[config.mk]
export PLATFORM = sky130hd
export DESIGN_NAME = commit_arbiter
export DESIGN_NICKNAME = d
export VERILOG_FILES = /design/src/rtl/commit_arbiter_pkg.sv /design/src/rtl/commit_rr_arbiter.sv /design/src/rtl/commit_arbiter.sv
export SDC_FILE = /design/constraint.sdc
export NUM_CORES = 1
export LEC_CHECK = 0
export BUFFER_PORTS_ARGS = -buffer_cell sky130_fd_sc_hd__buf_2
export CAP_MARGIN = 10
export CORE_AREA = 2 2 412 414
export DETAILED_ROUTE_END_ITERATION = 8
export DIE_AREA = 0 0 414 416
export GPL_TIMING_DRIVEN = 0
export PLACE_DENSITY = 0.3
export RECOVER_POWER = 25
export SYNTH_ARGS = -nofsm -noshare
export SYNTH_HDL_FRONTEND = slang
export SYNTH_SLANG_ARGS = --single-unit
[constraint.sdc]
create_clock -name clk -period 14.3 [get_ports clk]
set_input_delay 0.715 -clock clk [delete_from_list [all_inputs] [get_ports clk]]
set_output_delay 0.715 -clock clk [all_outputs]
set_load 0.02 [all_outputs]
[src/rtl/commit_arbiter_pkg.sv]
// commit_arbiter_pkg: shared constants and commit beat type for the commit arbiter
package commit_arbiter_pkg;
    localparam int DEF_NUM_REQS    = 5;
    localparam int DEF_NUM_THREADS = 4;
    localparam int DEF_NW_BITS     = 2;
    localparam int DEF_NR_BITS     = 5;
    localparam int SRC_ALU = 0;
    localparam int SRC_LSU = 1;
    localparam int SRC_CSR = 2;
    localparam int SRC_MUL = 3;
    localparam int SRC_FPU = 4;
    typedef struct packed {
        logic [DEF_NW_BITS-1:0]        wid;
        logic [DEF_NUM_THREADS-1:0]    tmask;
        logic [31:0]                   pc;
        logic [DEF_NR_BITS-1:0]        rd;
        logic                          wb;
        logic                          eop;
        logic [DEF_NUM_THREADS*32-1:0] data;
    } commit_beat_t;
endpackage

[src/rtl/commit_rr_arbiter.sv]
// commit_rr_arbiter: round-robin grant with eop-based locking
// Ports: clk/reset; requests (valid per source); accept (beat taken this cycle) with
// accept_eop (taken beat ends its instruction); grant (one-hot or zero) and grant_idx.
module commit_rr_arbiter import commit_arbiter_pkg::*; #(
    parameter int NUM_REQS = DEF_NUM_REQS,
    parameter int IDX_W    = 1
) (
    input  logic                clk,
    input  logic                reset,
    input  logic [NUM_REQS-1:0] requests,
    input  logic                accept,
    input  logic                accept_eop,
    output logic [NUM_REQS-1:0] grant,
    output logic [IDX_W-1:0]    grant_idx
);
    logic [IDX_W-1:0] rr_ptr, lock_idx, idx;
    logic lock, found;
    // Scan from the farthest candidate down so the nearest one after rr_ptr wins.
    always_comb begin
        found = 1'b0;
        grant_idx = '0;
        idx = '0;
        if (lock) begin
            found = requests[lock_idx];
            grant_idx = lock_idx;
        end else begin
            for (int k = NUM_REQS; k >= 1; k--) begin
                idx = IDX_W'((int'(rr_ptr) + k) % NUM_REQS);
                if (requests[idx]) begin
                    found = 1'b1;
                    grant_idx = idx;
                end
            end
        end
        grant = found ? NUM_REQS'(1) << grant_idx : '0;
    end
    always_ff @(posedge clk) begin
        if (reset) begin
            rr_ptr <= IDX_W'(NUM_REQS - 1);
            lock <= 1'b0;
            lock_idx <= '0;
        end else if (accept) begin
            lock <= !accept_eop;
            if (accept_eop) rr_ptr <= grant_idx;
            else lock_idx <= grant_idx;
        end
    end
endmodule

[src/rtl/commit_arbiter.sv]
// commit_arbiter: merges per-unit commit streams into one registered writeback stream
// Ports: clk/reset; per-source flat buses valid_in/ready_in/wid_in/tmask_in/PC_in/rd_in/
// wb_in/eop_in/data_in (source i at slice i); registered output beat valid_out/ready_out
// plus wid_out/tmask_out/PC_out/rd_out/wb_out/eop_out/data_out and sel_out (source index).
module commit_arbiter import commit_arbiter_pkg::*; #(
    parameter int NUM_REQS    = DEF_NUM_REQS,
    parameter int NUM_THREADS = DEF_NUM_THREADS,
    parameter int NW_BITS     = DEF_NW_BITS,
    parameter int NR_BITS     = DEF_NR_BITS,
    localparam int SEL_W      = NUM_REQS > 1 ? $clog2(NUM_REQS) : 1
) (
    input  logic                            clk,
    input  logic                            reset,
    input  logic [NUM_REQS-1:0]             valid_in,
    output logic [NUM_REQS-1:0]             ready_in,
    input  logic [NUM_REQS*NW_BITS-1:0]     wid_in,
    input  logic [NUM_REQS*NUM_THREADS-1:0] tmask_in,
    input  logic [NUM_REQS*32-1:0]          PC_in,
    input  logic [NUM_REQS*NR_BITS-1:0]     rd_in,
    input  logic [NUM_REQS-1:0]             wb_in,
    input  logic [NUM_REQS-1:0]             eop_in,
    input  logic [NUM_REQS*NUM_THREADS*32-1:0] data_in,
    output logic                            valid_out,
    input  logic                            ready_out,
    output logic [NW_BITS-1:0]              wid_out,
    output logic [NUM_THREADS-1:0]          tmask_out,
    output logic [31:0]                     PC_out,
    output logic [NR_BITS-1:0]              rd_out,
    output logic                            wb_out,
    output logic                            eop_out,
    output logic [NUM_THREADS*32-1:0]       data_out,
    output logic [SEL_W-1:0]                sel_out
);
    localparam int DW = NUM_THREADS * 32;
    logic stall, accept;
    logic [NUM_REQS-1:0] grant;
    logic [SEL_W-1:0] gi;
    assign stall = valid_out && !ready_out;
    assign ready_in = (reset || stall) ? '0 : grant;
    assign accept = |ready_in;
    commit_rr_arbiter #(.NUM_REQS(NUM_REQS), .IDX_W(SEL_W)) u_arb (
        .clk(clk),
        .reset(reset),
        .requests(valid_in),
        .accept(accept),
        .accept_eop(eop_in[gi]),
        .grant(grant),
        .grant_idx(gi)
    );
    always_ff @(posedge clk) begin
        if (reset) begin
            valid_out <= 1'b0;
            wid_out <= '0;
            tmask_out <= '0;
            PC_out <= '0;
            rd_out <= '0;
            wb_out <= 1'b0;
            eop_out <= 1'b0;
            data_out <= '0;
            sel_out <= '0;
        end else if (!stall) begin
            valid_out <= accept;
            if (accept) begin
                wid_out <= wid_in[gi*NW_BITS +: NW_BITS];
                tmask_out <= tmask_in[gi*NUM_THREADS +: NUM_THREADS];
                PC_out <= PC_in[gi*32 +: 32];
                rd_out <= rd_in[gi*NR_BITS +: NR_BITS];
                wb_out <= wb_in[gi];
                eop_out <= eop_in[gi];
                data_out <= data_in[gi*DW +: DW];
                sel_out <= gi;
            end
        end
    end
endmodule

==> flow_metrics.py, run 1 <==
metrics = {
    "run_status": {
        "status": "finished clean",
    },
    "cts": {
        "cts_tree": "built",
        "clk_path_buf_depth": 2,
        "clock_latency_ns": 0.54,
        "holdBufCountCts": 0,
        "htreeDepth": 4,
        "clk_pin_slew_ns": 0.12,
        "cts_root_buf": "clkbuf_16",
        "post_cts_resized": 0,
        "cts_made_buffers": 17,
        "post-cts-setup-buffers": 0,
        "clock-sinks": 184,
    },
    "floorplanning": {
        "num_rows": 151,
        "die_h_um": 416,
        "dieArea_mm2": 0.172,
        "fp.dieW_um": 414,
        "pin_count": 1055,
        "initial_core_util_pct": 8.73,
        "core_mm2": 0.168,
    },
    "global_route": {
        "grt_overflow": 0,
        "grt_util_all_layers_pct": 15.6,
        "grt_pass1_wl_um": 180000,
        "grt_pass1_vias": 19600,
        "grt_max_degree": 24,
        "antenna_found_initial": 69,
    },
    "route": {
        "post_drt_via_cell_ratio": 3.75,
        "wl_per_cell_um": 27.6,
        "drt-total-wl_um": 140000,
        "drt_iter0_markers": 1209,
        "num_vias": 18900,
        "drtAntennaViolNets": 0,
        "first_pass_iters": 5,
        "drc": 0,
    },
    "logic_synthesis": {
        "ys_seq_elements": 184,
        "ys_dominant_reg_cell": "dfxtp_1",
        "syn_avg_cell_area_um2": 8.54,
        "synth_edf_count": 0,
        "synth-warning-count": 0,
        "ys_types": 82,
        "syn_area_mm2": 0.0147,
        "synthCells": 1720,
        "async_flop_share_pct": 0,
        "seq_area_frac_synth_pct": 25.1,
        "syn_nets": 2615,
    },
    "finish": {
        "multi_input_area_mm2": 0.00999,
        "final_common_cell": "buf_2",
        "layout.cells.non_filler": 5049,
        "seq_area_mm2": 0.00368,
        "nNetsFinal": 3689,
        "area_growth_syn_to_layout_pct": 59.1,
        "fill_cells": 19700,
        "drive_gt1_share_pct": 42.7,
        "final_cell_mix": "buf_2, a21oi_1, mux2_1",
    },
    "critical_path": {
        "crit_chain": "buf_2, buf_1, inv_1, clkbuf_1, ha_1, clkbuf_1, inv_1, ha_1, inv_1, ha_1, o311ai_1, nor2_1, mux2_2, a41o_1, nor4_1, o31ai_2, nand2_2, buf_4, buf_4, nand3_1, nor3_1, buf_2",
        "reg2reg_depth": 21,
        "cp-start-kind": "flop",
        "crit_fanout": 12,
        "cp-endpoint": "ready_in[3]",
        "worstSetupPathType": "flop to output port",
        "crit_buf_inv": 10,
        "worst-r2r-setup-slack_ns": 5.64,
        "cp.required_ns": 13.59,
        "path_depth": 22,
        "worst_ep_arrival_time_ns": 8.11,
        "cp_top_family": "buffers and inverters",
        "end_kind": "output port",
        "r2r_start": "u_arb.rr_ptr[0]",
        "crit_start": "u_arb.rr_ptr[0]",
        "critPathSlowestCell": "o311ai_1",
        "regToRegEndpoint": "PC_out[7]",
        "max_stage_delay_ns": 0.85,
    },
    "pwr": {
        "power_density_mw_per_mm2": 283,
        "p_leak_nw": 9.64,
        "peakVddDrop_uv": 105,
        "power_mw": 6.60,
    },
    "timing": {
        "rsz0062_at_grt": "no",
        "whs_ns": 0.453,
        "fin_crit_ns": 8.83,
        "finalMaxSlewViolations": 0,
        "timing.final.crit_share_pct": 61.7,
        "relSlewSlack_pct": 22.0,
        "hold_viol_final": 0,
        "worst_pin_slew_ns": 1.17,
        "setup_viol": 0,
        "tns_ns": 0,
        "fmax_mhz": 113,
        "finClkSkew_ns": 0.0250,
    },
    "place": {
        "dp_hpwl_um": 120000,
        "place_congestion": 0.909,
        "dp.cells": 4993,
        "port-buffer-count": 1052,
    },
    "worst_hold_path": {
        "hp-class": "primary input to flop",
    },
    "run": {
        "max_cap_viol_count": 0,
    },
}
[worst reg2reg max path: stages, from the launching register on]
cell and delay [ns]:
dfxtp_1 0.51, buf_2 0.35, buf_1 0.47, inv_1 0.16, clkbuf_1 0.40, ha_1 0.56, clkbuf_1 0.42, inv_1 0.31
ha_1 0.29, inv_1 0.05, ha_1 0.23, o311ai_1 0.85, nor2_1 0.08, mux2_2 0.31, a41o_1 0.25, o32ai_1 0.44
a211oi_2 0.21, nor3_1 0.40, buf_2 0.59, clkbuf_1 0.94, a22oi_1 0.53, a21oi_1 0.25
[layout make-up]
| cell class | instances | area share, % |
|---|---|---|
| multi-input combinational | 1335 | 42.8 |
| timing repair buffer | 1055 | 22.2 |
| sequential | 184 | 15.8 |
| tap | 2218 | 11.9 |
| buffer | 174 | 3.88 |
| clock buffer | 17 | 1.82 |
| clock inverter | 15 | 0.948 |
| inverter | 27 | 0.434 |
| antenna | 24 | 0.257 |
[Yosys cell counts (10+ instances only)]
cell type	instances	share of area (%)
ha_1	22	1.9
inv_1	25	0.64
dfxtp_1	184	25
a211oi_1	10	0.51
nand3_1	13	0.44
nand2_1	30	0.77
a22oi_1	173	8.8
a21oi_1	361	12
mux2i_1	13	0.89
o21ai_0	187	6.4
buf_2	39	1.3
mux2_1	259	20
nor2_1	24	0.61
buf_4	38	1.9
clkbuf_1	83	2.1
mux2_2	89	6.8
[kinds of logic (layout without fill, tap and decap cells)]
logic type,after synthesis,in the layout,share of synthesized area (%)
buf+inv,201,1288,6.85
simple gates,120,120,4.21
fa+ha+maj,22,22,1.87
xor+xnor,11,11,0.759
mux,362,362,27.7
other cells,0,24,0
flops,184,184,25.1
compound gates,820,820,33.5
[through the flow]
stage	cell area [um^2]	util [%]	setup slack (ns)
after global placement	22700	13.5	4.96
after detailed placement	22800	13.5	5.35
after CTS	23400	13.9	5.20
final	23400	13.9	5.47
after global routing	23300	13.9	4.67
after floorplan	14700	-	8.31
[per-layer routing]
layer / part of all wire [%] / track usage [%] / vias up
li1: - / - / 8717
met1: 41 / 18.5 / 9325
met2: 50 / 27.3 / 683
met3: 5.9 / 4.20 / 159
met4: 2.4 / 4.76 / 40
met5: 0.19 / 0 / -
[flip-flops by register name, summed over array words and instances (netlist names)]
name	count
sel_out	3
PC_out	32
wid_out	2
u_arb.lock	1
u_arb.lock_idx	3
eop_out	1
valid_out	1
u_arb.rr_ptr	3
data_out	128
wb_out	1
rd_out	5
tmask_out	4
[how the worst min path moves through the flow]
stage / startpoint / to / slack (ns) / cells after the start
after CTS: data_in[524] / data_out[12] / 0.39 / 3
final: data_in[524] / data_out[12] / 0.45 / 3
after detailed placement: sel_out[0] / sel_out[0] / 0.45 / 2
after global placement: sel_out[0] / sel_out[0] / 0.44 / 2
after global routing: data_in[522] / data_out[10] / 0.42 / 3
after floorplan: u_arb.lock_idx[1] / u_arb.lock_idx[1] / 0.49 / 2
[power by group]
group	leakage (nW)	total (mW)	internal [mW]	switching (mW)
combinational	7.80	5.24	1.74	3.50
sequential	1.52	0.799	0.692	0.107
clock	0.308	0.569	0.247	0.321
No activity file was read; power rests on OpenSTA's default activity.
==> run 2: changes to the inputs <==
- CORE_AREA: 2 2 412 414 -> 2 2 407 409
- DIE_AREA: 0 0 414 416 -> 0 0 409 411
- clock period: 14.3 -> 9.1 ns (I/O delays scaled with it)
==> run 2 against run 1 <==
Utilization increased by 0.31 points. Non-clock buffer count decreased by 2. Largest cell class unchanged. Final area decreased by 0.36%. Clock power increased by 53%. Highest routed layer unchanged. Via count increased by 0.32%.
==> flow_metrics.py, run 2 (synthesis results as in run 1) <==
metrics = {
    "cts": {
        "htreeDepth": 4,
        "clk_path_buf_depth": 2,
        "cts_made_buffers": 17,
        "holdBufCountCts": 0,
        "clock_latency_ns": 0.54,
        "clock-sinks": 184,
        "clk_pin_slew_ns": 0.11,
        "cts_tree": "built",
        "cts_root_buf": "clkbuf_16",
    },
    "critical_path": {
        "cp-start-kind": "flop",
        "max_stage_delay_ns": 0.55,
        "cp_top_family": "buffers and inverters",
        "worstSetupPathType": "flop to output port",
        "crit_fanout": 12,
        "worst_ep_arrival_time_ns": 7.90,
        "cp.required_ns": 8.65,
        "end_kind": "output port",
        "crit_chain": "buf_2, buf_1, inv_1, clkbuf_1, ha_1, buf_1, inv_1, ha_1, inv_1, ha_1, nand2b_1, nand2b_1, a211o_1, a31oi_1, a211oi_4, a221oi_2, nand3_1, nor2_1, buf_2, buf_2, nand2_1, inv_1, buf_2",
        "critPathSlowestCell": "ha_1",
        "crit_buf_inv": 11,
    },
    "finish": {
        "fill_cells": 19100,
        "drive_gt1_share_pct": 42.6,
        "fin_area_mm2": 0.0233,
        "largest_register": "data_out",
        "area_growth_syn_to_layout_pct": 58.5,
        "final_common_cell": "buf_2",
        "largest_register_ffs": 128,
        "final_cell_mix": "buf_2, a21oi_1, mux2_1",
        "final_util_pct": 14.2,
        "top_regs": "data_out (128), PC_out (32), rd_out (5)",
        "nNetsFinal": 3687,
    },
    "route": {
        "wl_per_cell_um": 27.1,
        "first_pass_iters": 5,
        "drt-total-wl_um": 136000,
        "drtAntennaViolNets": 0,
        "drt_iter0_markers": 1343,
        "post_drt_via_cell_ratio": 3.79,
        "num_vias": 19000,
        "drc": 0,
    },
    "floorplanning": {
        "dieArea_mm2": 0.168,
        "core_mm2": 0.164,
        "num_rows": 149,
        "initial_core_util_pct": 8.96,
        "die_h_um": 411,
        "fp.dieW_um": 409,
        "pin_count": 1055,
    },
    "global_route": {
        "grt_util_all_layers_pct": 15.4,
        "grt_pass1_wl_um": 175000,
        "grt_pass1_vias": 19200,
        "grt_overflow": 0,
        "grt_max_degree": 23,
        "antenna_found_initial": 70,
    },
    "run": {
        "max_cap_viol_count": 0,
    },
    "timing": {
        "finClkSkew_ns": 0.0343,
        "whs_ns": 0.201,
        "tns_ns": 0,
        "timing.final.crit_share_pct": 91.8,
        "hold_viol_final": 0,
        "rsz0062_at_grt": "no",
        "worst_pin_slew_ns": 1.14,
        "fmax_mhz": 120,
        "relSlewSlack_pct": 23.8,
        "setup_viol": 0,
        "fin_crit_ns": 8.36,
        "finalMaxSlewViolations": 0,
    },
    "worst_hold_path": {
        "hp-class": "primary input to flop",
    },
    "pwr": {
        "peakVddDrop_uv": 224,
        "p_leak_nw": 9.61,
        "power_mw": 10.3,
        "power_density_mw_per_mm2": 444,
    },
    "place": {
        "dpl_cell_area_mm2": 0.0227,
        "port-buffer-count": 1052,
        "dp_hpwl_um": 118000,
        "place_congestion": 0.895,
    },
    "run_status": {
        "status": "finished clean",
    },
}
-- run 2: cell types whose count changed in the layout (fill, tap and decap cells not counted), sizes merged --
cell,previous run,this run
buf,1055,1054
clkbuf,191,190
clkinv,6,8
clkinvlp,0,1
diode,24,20
inv,36,33
-- run 2: tightest hold or removal path, cell delays in order --
cell and delay (ns):
buf_2 0.08, a22oi_1 0.06, a21oi_1 0.12
-- run 2: repair_timing --
item / CTS / global route
setup endpoints to repair: 0 / 1
setup buffers: 0 / 0
gates resized for setup: 0 / 1
-- run 2: path summary, 6_finish.rpt --
check                   from           end  slack, ns  cells past startpoint
min             data_in[518]   data_out[6]       0.20                      3
max reg2reg  u_arb.rr_ptr[0]  data_out[34]       0.80                     21
max          u_arb.rr_ptr[0]   ready_in[4]       0.74                     23
min reg2reg       sel_out[1]    sel_out[1]       0.46                      2
-- run 2: final cells by class --
cell class | instances | area [um^2] | area share [%]
multi-input combinational | 1335 | 9990 | 42.9
timing repair buffer | 1053 | 5170 | 22.2
sequential | 184 | 3680 | 15.8
tap | 2189 | 2740 | 11.8
buffer | 174 | 906 | 3.89
clock buffer | 17 | 425 | 1.83
clock inverter | 15 | 214 | 0.919
inverter | 27 | 101 | 0.435
antenna | 20 | 50.0 | 0.215
-- run 2: metal layers --
layer | part of all wire, % | track usage, % | vias to the layer above | wire, um
li1 | - | - | 8736 | -
met1 | 41 | 19.2 | 9277 | 55900
met2 | 49 | 26.7 | 824 | 66600
met3 | 8.0 | 3.98 | 126 | 10900
met4 | 1.5 | 3.09 | 22 | 2080
met5 | 0.10 | 0 | - | 136
-- run 2: where the power goes --
| group | switching (mW) | leakage (nW) | internal, mW |
|---|---|---|---|
| logic | 5.49 | 7.79 | 2.72 |
| registers | 0.176 | 1.52 | 1.09 |
| clock network | 0.488 | 0.303 | 0.382 |
-- run 2: stage by stage --
stage,worst slack [ns],instances
after floorplan,3.37,1720
after global placement,0.411,4961
after detailed placement,0.517,4962
after CTS,0.447,4994
after global routing,0.00534,5000
final,0.743,5014
==> run 3: changes to the inputs <==
- CELL_PAD_IN_SITES_DETAIL_PLACEMENT: default -> 1
- CELL_PAD_IN_SITES_GLOBAL_PLACEMENT: default -> 2
- CORE_AREA: 2 2 407 409 -> 2 2 409 411
- DIE_AREA: 0 0 409 411 -> 0 0 411 413
- PLACE_DENSITY: 0.3 -> 0.43
- clock period: 9.1 -> 10.5 ns (I/O delays scaled with it)
==> run 3 against run 2 <==
Utilization fell by 0.17 points. Non-clock buffer count unchanged. Power shrank 13%. Die area grew 0.98%. Clock power fell by 11%. Wire length grew 3.1%. Sequential share of layout area hardly changed. Via count decreased by 1.4%. Combinational power down 13%. Sequential power fell by 14%. Clock-buffer cell count is the same. Critical path depth stayed put. Critical path type unchanged. Critical endpoint unchanged.
==> flow_metrics.py, run 3 (synthesis results as in run 1) <==
metrics = {
    "run_status": {
        "status": "finished clean",
    },
    "finish": {
        "largest_register": "data_out",
        "fin_area_mm2": 0.0233,
        "final_cell_mix": "buf_2, a21oi_1, mux2_1",
        "drive_gt1_share_pct": 42.7,
        "nNetsFinal": 3687,
        "largest_register_ffs": 128,
        "area_growth_syn_to_layout_pct": 58.6,
        "top_regs": "data_out (128), PC_out (32), rd_out (5)",
        "final_util_pct": 14.0,
        "final_common_cell": "buf_2",
    },
    "route": {
        "drtAntennaViolNets": 0,
        "first_pass_iters": 5,
        "wl_per_cell_um": 27.8,
        "drt_iter0_markers": 895,
        "post_drt_via_cell_ratio": 3.73,
        "drt-total-wl_um": 140000,
        "num_vias": 18700,
        "drc": 0,
    },
    "cts": {
        "cts_tree": "built",
        "post_cts_resized": 0,
        "cts_root_buf": "clkbuf_16",
        "clock_latency_ns": 0.56,
        "holdBufCountCts": 0,
        "htreeDepth": 4,
        "clk_pin_slew_ns": 0.11,
        "clk_path_buf_depth": 2,
        "cts_made_buffers": 17,
        "post-cts-setup-buffers": 0,
        "clock-sinks": 184,
    },
    "critical_path": {
        "end_kind": "output port",
        "worst-r2r-setup-slack_ns": 2.13,
        "cp-start-kind": "flop",
        "crit_fanout": 12,
        "r2r_start": "u_arb.rr_ptr[0]",
        "regToRegEndpoint": "PC_out[6]",
        "worst_ep_arrival_time_ns": 8.29,
        "cp.required_ns": 9.98,
        "worstSetupPathType": "flop to output port",
        "reg2reg_depth": 22,
    },
    "pwr": {
        "swShare_pct": 59.4,
        "power_frac_clock_pct": 8.6,
        "peakVddDrop_uv": 149,
        "power_mw": 8.99,
        "cellInternalPower_mw": 3.65,
        "seq_power_share_pct": 12.0,
        "power_density_mw_per_mm2": 386,
        "pwr-share-comb_pct": 79.4,
        "p_switching_mw": 5.35,
        "p_leak_nw": 9.62,
    },
    "timing": {
        "relSlewSlack_pct": 25.2,
        "finClkSkew_ns": 0.0325,
        "worst_pin_slew_ns": 1.12,
        "setup_viol": 0,
        "rsz0062_at_grt": "no",
        "fmax_mhz": 113,
        "hold_viol_final": 0,
        "finalMaxSlewViolations": 0,
        "fin_crit_ns": 8.81,
        "timing.final.crit_share_pct": 83.9,
        "tns_ns": 0,
    },
    "floorplanning": {
        "die_h_um": 413,
        "pin_count": 1055,
        "core_mm2": 0.166,
        "initial_core_util_pct": 8.85,
        "num_rows": 150,
        "fp.dieW_um": 411,
        "dieArea_mm2": 0.170,
    },
    "global_route": {
        "grt_pass1_wl_um": 180000,
        "grt_util_all_layers_pct": 15.8,
        "antenna_found_initial": 75,
        "grt_max_degree": 22,
        "grt_pass1_vias": 19900,
        "grt_overflow": 0,
    },
    "place": {
        "place_congestion": 0.822,
        "port-buffer-count": 1052,
        "dpl_cell_area_mm2": 0.0227,
        "dp_hpwl_um": 121000,
    },
    "worst_hold_path": {
        "holdPathStages": 3,
        "min_to": "PC_out[12]",
        "hp-start": "PC_in[140]",
        "hp-class": "primary input to flop",
    },
    "run": {
        "max_cap_viol_count": 0,
    },
}
-- run 3: layout make-up --
| cell class | count | area, um^2 |
|---|---|---|
| sequential | 184 | 3680 |
| buffer | 174 | 907 |
| antenna | 14 | 35.0 |
| clock buffer | 17 | 425 |
| multi-input combinational | 1335 | 9990 |
| tap | 2204 | 2760 |
| clock inverter | 15 | 214 |
| inverter | 27 | 101 |
| fill | 20100 | 143000 |
| timing repair buffer | 1053 | 5170 |
-- run 3: power by group through the flow --
stage                     combinational [mW]  clock, mW  sequential (mW)
after floorplan                         3.80          0             1.35
after global placement                  7.43          0             1.09
after detailed placement                7.40          0             1.09
after CTS                               7.43      0.820             1.08
after global routing                    7.69      0.835             1.11
final                                   7.14      0.775             1.08
-- run 3: worst max-delay path, stage by stage (launching register included) --
cell,delay (ns)
dfxtp_1,0.40
buf_2,0.28
buf_1,0.46
inv_1,0.16
clkbuf_1,0.38
ha_1,0.54
clkbuf_1,0.51
inv_1,0.38
ha_1,0.34
or2_2,0.32
o211ai_1,0.34
and2_1,0.18
buf_2,0.17
mux2i_1,0.09
a221oi_1,0.64
a21oi_1,0.28
a211oi_2,0.43
nor2_1,0.11
nor2_1,0.43
buf_2,0.50
buf_2,0.43
nand2_1,0.13
inv_1,0.08
buf_2,0.16
-- run 3: routing by layer --
| metal | track usage, % | wire, um | up-vias |
|---|---|---|---|
| met3 | 3.60 | 7650 | 137 |
| li1 | - | - | 8714 |
| met1 | 18.8 | 57900 | 9187 |
| met5 | 0 | 191 | - |
| met4 | 3.95 | 2830 | 30 |
| met2 | 28.2 | 71200 | 650 |
-- run 3: metrics by stage --
stage / setup WS, ns / hold slack, ns / cells
finish: 1.69 / 0.255 / 5023
global route: 0.852 / 0.218 / 5017
CTS: 1.42 / 0.199 / 5009
detailed placement: 1.90 / 0.458 / 4977
global placement: 1.19 / 0.454 / 4976
floorplan: 4.70 / 0.493 / 1720
-- run 3: worst max path at each step --
stage	endpoint	from	slack, ns	cells past startpoint
2_1_floorplan	ready_in[3]	u_arb.rr_ptr[0]	4.70	22
3_3_place_gp	PC_out[11]	u_arb.rr_ptr[0]	1.19	21
3_5_place_dp	data_out[49]	u_arb.rr_ptr[0]	1.90	21
4_1_cts	ready_in[4]	u_arb.rr_ptr[0]	1.42	23
5_1_grt	ready_in[4]	u_arb.rr_ptr[0]	0.85	23
6_report	ready_in[4]	u_arb.rr_ptr[0]	1.69	23
